**src/rtl/round_div_pkg.sv**
```systemverilog
// Shared types and constants for the round_div_arbiter slice.
// Optional saturation counter is enabled by defining ROUND_DIV_SAT_CNT_EN.
package round_div_pkg;

    typedef enum logic {
        EMPTY = 1'b0,
        FULL  = 1'b1
    } state_t;

    localparam int SAT_CNT_W = 16;

endpackage

```
**src/rtl/round_div_core.sv**
```systemverilog
// Combinational divide by 2**DIV_LOG2 with round-half-up and all-ones saturation.
module round_div_core #(
    parameter int DIV_LOG2  = 3,
    parameter int OUT_WIDTH = 32
) (
    input  logic [OUT_WIDTH+DIV_LOG2-1:0] din,
    output logic [OUT_WIDTH-1:0]          dout,
    output logic                          sat
);

    logic [OUT_WIDTH-1:0] q;
    logic [OUT_WIDTH:0]   r;

    always_comb begin
        q    = OUT_WIDTH'(din >> DIV_LOG2);
        r    = {1'b0, q} + {{OUT_WIDTH{1'b0}}, din[DIV_LOG2-1]};
        sat  = r[OUT_WIDTH];
        // On overflow q is already all-ones, so it doubles as the saturated value.
        dout = sat ? q : r[OUT_WIDTH-1:0];
    end

endmodule

```
**src/rtl/round_div_arbiter.sv**
```systemverilog
// Round-robin arbiter feeding one shared rounding divider into a single result register.
// Define ROUND_DIV_SAT_CNT_EN to add the 16-bit sat_count output.
module round_div_arbiter
    import round_div_pkg::*;
#(
    parameter int NUM_REQ   = 4,
    parameter int DIV_LOG2  = 3,
    parameter int OUT_WIDTH = 32,
    parameter int IN_WIDTH  = OUT_WIDTH + DIV_LOG2
) (
    input  logic                          clk,
    input  logic                          reset,
    input  logic [NUM_REQ-1:0]            req_valid,
    input  logic [NUM_REQ*IN_WIDTH-1:0]   req_data,
    output logic [NUM_REQ-1:0]            req_ready,
    output logic                          out_valid,
    output logic [OUT_WIDTH-1:0]          out_data,
    output logic [$clog2(NUM_REQ)-1:0]    out_id,
    input  logic                          out_ready
`ifdef ROUND_DIV_SAT_CNT_EN
    ,
    output logic [SAT_CNT_W-1:0]          sat_count
`endif
);

    localparam int ID_W = $clog2(NUM_REQ);
    localparam int CW   = OUT_WIDTH + DIV_LOG2;

    state_t               state;
    logic [ID_W-1:0]      rr_ptr;
    logic [ID_W-1:0]      grant;
    logic [ID_W-1:0]      grant_next;
    logic                 found;
    logic                 can_accept;
    logic                 accept;
    logic [IN_WIDTH-1:0]  grant_data;
    logic [CW-1:0]        din;
    logic [OUT_WIDTH-1:0] result;
    logic                 sat;

    always_comb begin
        int idx;
        idx   = 0;
        found = 1'b0;
        grant = '0;
        for (int k = 0; k < NUM_REQ; k++) begin
            idx = int'(rr_ptr) + k;
            if (idx >= NUM_REQ) idx = idx - NUM_REQ;
            if (!found && req_valid[idx]) begin
                found = 1'b1;
                grant = ID_W'(idx);
            end
        end
    end

    // Reset clears state asynchronously, so gate explicitly to keep req_ready low during reset.
    assign can_accept = !reset && ((state == EMPTY) || out_ready);
    assign accept     = can_accept && found;
    assign req_ready  = accept ? (NUM_REQ'(1) << grant) : '0;
    assign grant_next = (grant == ID_W'(NUM_REQ - 1)) ? '0 : grant + ID_W'(1);
    assign grant_data = req_data[int'(grant)*IN_WIDTH +: IN_WIDTH];

    generate
        if (IN_WIDTH >= CW) begin : g_din_trunc
            assign din = grant_data[CW-1:0];
        end else begin : g_din_pad
            assign din = {{(CW-IN_WIDTH){1'b0}}, grant_data};
        end
    endgenerate

    round_div_core #(
        .DIV_LOG2  (DIV_LOG2),
        .OUT_WIDTH (OUT_WIDTH)
    ) u_core (
        .din  (din),
        .dout (result),
        .sat  (sat)
    );

    always_ff @(posedge clk or posedge reset) begin
        if (reset) begin
            state    <= EMPTY;
            out_data <= '0;
            out_id   <= '0;
            rr_ptr   <= '0;
        end else begin
            case (state)
                EMPTY: begin
                    if (accept) begin
                        state    <= FULL;
                        out_data <= result;
                        out_id   <= grant;
                        rr_ptr   <= grant_next;
                    end
                end
                FULL: begin
                    if (accept) begin
                        out_data <= result;
                        out_id   <= grant;
                        rr_ptr   <= grant_next;
                    end else if (out_ready) begin
                        state <= EMPTY;
                    end
                end
                default: state <= EMPTY;
            endcase
        end
    end

    assign out_valid = (state == FULL);

`ifdef ROUND_DIV_SAT_CNT_EN
    always_ff @(posedge clk or posedge reset) begin
        if (reset) begin
            sat_count <= '0;
        end else if (accept && sat && (sat_count != '1)) begin
            sat_count <= sat_count + SAT_CNT_W'(1);
        end
    end
`else
    logic unused_sat;
    assign unused_sat = sat;
`endif

endmodule

```
**config.mk**
```make
export PLATFORM = sky130hd
export DESIGN_NAME = round_div_arbiter
export DESIGN_NICKNAME = d
export VERILOG_FILES = /design/src/rtl/round_div_pkg.sv /design/src/rtl/round_div_core.sv /design/src/rtl/round_div_arbiter.sv
export SDC_FILE = /design/constraint.sdc
export NUM_CORES = 1
export LEC_CHECK = 0
export BUFFER_PORTS_ARGS = -buffer_cell sky130_fd_sc_hd__buf_4
export CAP_MARGIN = 20
export CORE_AREA = 2 2 94 96
export CTS_BUF_LIST = sky130_fd_sc_hd__clkbuf_2 sky130_fd_sc_hd__clkbuf_4 sky130_fd_sc_hd__clkbuf_8
export DETAILED_ROUTE_END_ITERATION = 12
export DIE_AREA = 0 0 96 98
export GPL_TIMING_DRIVEN = 0
export PLACE_DENSITY = 0.73
export SLEW_MARGIN = 20
export SYNTH_ARGS = -nofsm -noshare
export SYNTH_HDL_FRONTEND = slang
export SYNTH_HIERARCHICAL = 1
export SYNTH_SLANG_ARGS = --single-unit
export TNS_END_PERCENT = 5
```
**constraint.sdc**
```tcl
create_clock -name clk -period 3.3 [get_ports clk]
set_clock_uncertainty 0.2 [all_clocks]
set_input_delay 0.495 -clock clk [delete_from_list [all_inputs] [get_ports clk]]
set_output_delay 0.495 -clock clk [all_outputs]
set_load 0.03 [all_outputs]
```
==> flow_metrics.py <==
metrics = {
    "placement": {
        "placed_cell_area_um2": 4870,
        "io_buffer_count": 177,
        "place_worst_setup_slack_ns": -1.03,
        "hpwlAfterDp_mm": 9.28,
        "gp_congestion": 0.848,
    },
    "critical_path": {
        "crit_arrival_ns": 3.66,
        "worstPathCellList": "nor2b_4, a21o_1, a211o_1, buf_12, buf_12, mux2i_1, mux2i_1, ha_2, nand4_1, or3_4, or3_4, and2_4, xor2_1, nand2_1, nand2_1",
        "cpPeakStageDelay_ns": 0.43,
        "crit_path_start_kind": "flip-flop",
        "cp_slowest_cell": "dfrtp_1",
        "rrSetupSlack_ns": -0.39,
        "end_kind": "flip-flop",
        "critical_path_required_ns": 3.27,
        "setup.worst_path.class": "flip-flop to flip-flop",
        "cp_max_fo": 8,
    },
    "floorplan": {
        "start_util_pct": 39.8,
        "core_area_um2": 8470,
        "fp-row-count": 34,
        "dieHeight_um": 98,
        "dieWidth_um": 96,
        "io_pins": 186,
        "die_area_um2": 9410,
    },
    "grt": {
        "grt_pass1_wl_mm": 18.2,
        "grt_antenna_before_repair": 0,
        "grt_max_degree": 25,
        "grt_remaining_overflow": 0,
        "gr-usage-all-layers_pct": 25.0,
        "first_global_vias": 3758,
    },
    "finish": {
        "diodes": 0,
        "stdcell_area_um2": 5280,
        "utilization_pct": 62.3,
        "area_growth_pct": 56.7,
        "fin_nets": 743,
        "drive_gt1_share_pct": 43.8,
    },
    "status": {
        "violations": "negative setup slack",
        "status": "finished, violations left",
    },
    "clock_network": {
        "clockBufferDepth": 2,
        "clock-sinks": 37,
        "insertion_delay_ns": 0.28,
        "cts_tree": "done",
        "cts-root-buf": "clkbuf_8",
        "cts_buffers": 5,
        "htreeDepth": 2,
        "path_clk_slew_ns": 0.07,
    },
    "pwr": {
        "seqPwrFrac_pct": 20.6,
        "peakVddDrop_v": 0.000294,
        "switchingPower_mw": 1.63,
        "p_leak_nw": 2.78,
        "p_sw_share_pct": 46.5,
        "internal_power_mw": 1.88,
        "p_per_area_nw_per_um2": 665,
        "clkPwrFrac_pct": 9.5,
        "combPwrFrac_pct": 69.9,
    },
    "yosys": {
        "yosys_warnings": 6,
        "syn-num-nets": 544,
        "syn_inst": 395,
        "synth_area_um2": 3370,
        "avgSynthCellArea_um2": 8.52,
    },
    "drt": {
        "wl_per_cell_um": 17.1,
        "vias_per_cell": 5.22,
        "drcViolationCount": 0,
        "vias": 3666,
        "firstDrtPassIters": 4,
        "drt_iter0_markers": 119,
        "ant_nets": 0,
        "drt_wl_total_mm": 12.0,
    },
    "sta": {
        "timing.hold.ws_ns": 0.0328,
        "setup_tns_ns": -6.82,
        "worst_pin_slew_ns": 0.676,
        "setup_viol": 32,
        "finalHoldViolCount": 0,
        "maxSlewViolCount": 0,
        "max_freq_mhz": 271,
        "fin_crit_ns": 3.69,
        "rsz0062_at_grt": "true",
        "timing.final.ws_setup_ns": -0.387,
        "finalCritPeriodShare_pct": 112,
        "relSlewSlack_pct": 54.8,
    },
    "hold_path": {
        "hold_path.class": "input pin to asynchronous set/reset pin",
    },
    "flow_run": {
        "maxCapViolCount": 0,
    },
}
[cell type report]
cell class,instances,area [um^2]
multi-input combinational,328,2410
buffer,20,178
sequential,37,926
timing repair buffer,197,1520
fill,756,3190
clock buffer,7,90.1
tap,108,135
inverter,5,18.8
[what timing repair did]
item	CTS	global route
resized for setup	23	23
hold endpoints to repair	14	0
setup endpoints to repair	32	32
pin swaps	14	11
buffers inserted	11	7
hold buffers	1	0
[layer usage]
layer	track usage (%)	share of wire [%]	vias to the layer above
li1	-	-	1758
met1	28.6	38	1746
met2	46.0	53	148
met3	4.86	7.3	14
met4	7.36	1.7	0
met5	0	0	-
[per-stage QoR]
step | total power, mW | instances
global route | 3.71 | 702
floorplan | 2.21 | 395
detailed placement | 2.95 | 681
global placement | 2.90 | 680
CTS | 3.41 | 698
finish | 3.51 | 702
[critical path: cells and delay by family, from the launching register on]
kind	cells	cell delay [ns]
simple gates	7	1.39
compound gates	2	0.50
flops	1	0.43
mux	2	0.36
buf+inv	2	0.30
fa+ha+maj	1	0.25
xor+xnor	1	0.14
[power by group through the flow]
stage                     Sequential [mW]  Combinational, mW  Clock (mW)
after floorplan                      1.02               1.19           0
after global placement              0.723               2.18           0
after detailed placement            0.731               2.21           0
after CTS                           0.724               2.35       0.342
after global routing                0.744               2.61       0.356
final                               0.724               2.45       0.332
[flip-flops by register name, indices dropped and copies added (netlist names)]
register / count
out_id: 2
rr_ptr: 2
out_data: 32
out_valid: 1
[placed cells by master, fill, tap and decap left out, types with 3 or more instances in the layout]
| master | instances |
|---|---|
| nor2_2 | 3 |
| dfrtp_1 | 37 |
| nand2b_1 | 3 |
| and4_1 | 3 |
| nor2_1 | 14 |
| nand3_1 | 11 |
| mux2i_1 | 82 |
| buf_6 | 5 |
| and3_1 | 7 |
| nand4_1 | 13 |
| clkbuf_1 | 3 |
| nand2_1 | 105 |
| and2_1 | 4 |
| xnor2_1 | 14 |
| inv_1 | 4 |
| buf_2 | 4 |
| xor2_1 | 8 |
| buf_12 | 4 |
| buf_4 | 197 |
| a21oi_1 | 8 |
| mux2i_2 | 15 |
| clkbuf_8 | 6 |
[final timing paths]
path / start / to / cells after the start
worst min-delay path: reset / out_data[29]$_DFFE_PP0P_ / 3
worst max-delay path: rr_ptr[0]$_DFFE_PP0P_ / out_data[29]$_DFFE_PP0P_ / 15
worst min register to register: out_data[31]$_DFFE_PP0P_ / out_data[31]$_DFFE_PP0P_ / 2
min in group clk: out_data[31]$_DFFE_PP0P_ / out_data[31]$_DFFE_PP0P_ / 2
worst max register to register: rr_ptr[0]$_DFFE_PP0P_ / out_data[29]$_DFFE_PP0P_ / 15
max in group asynchronous: reset / out_data[9]$_DFFE_PP0P_ / 3
Note: power is estimated with default switching activity, not from simulation.
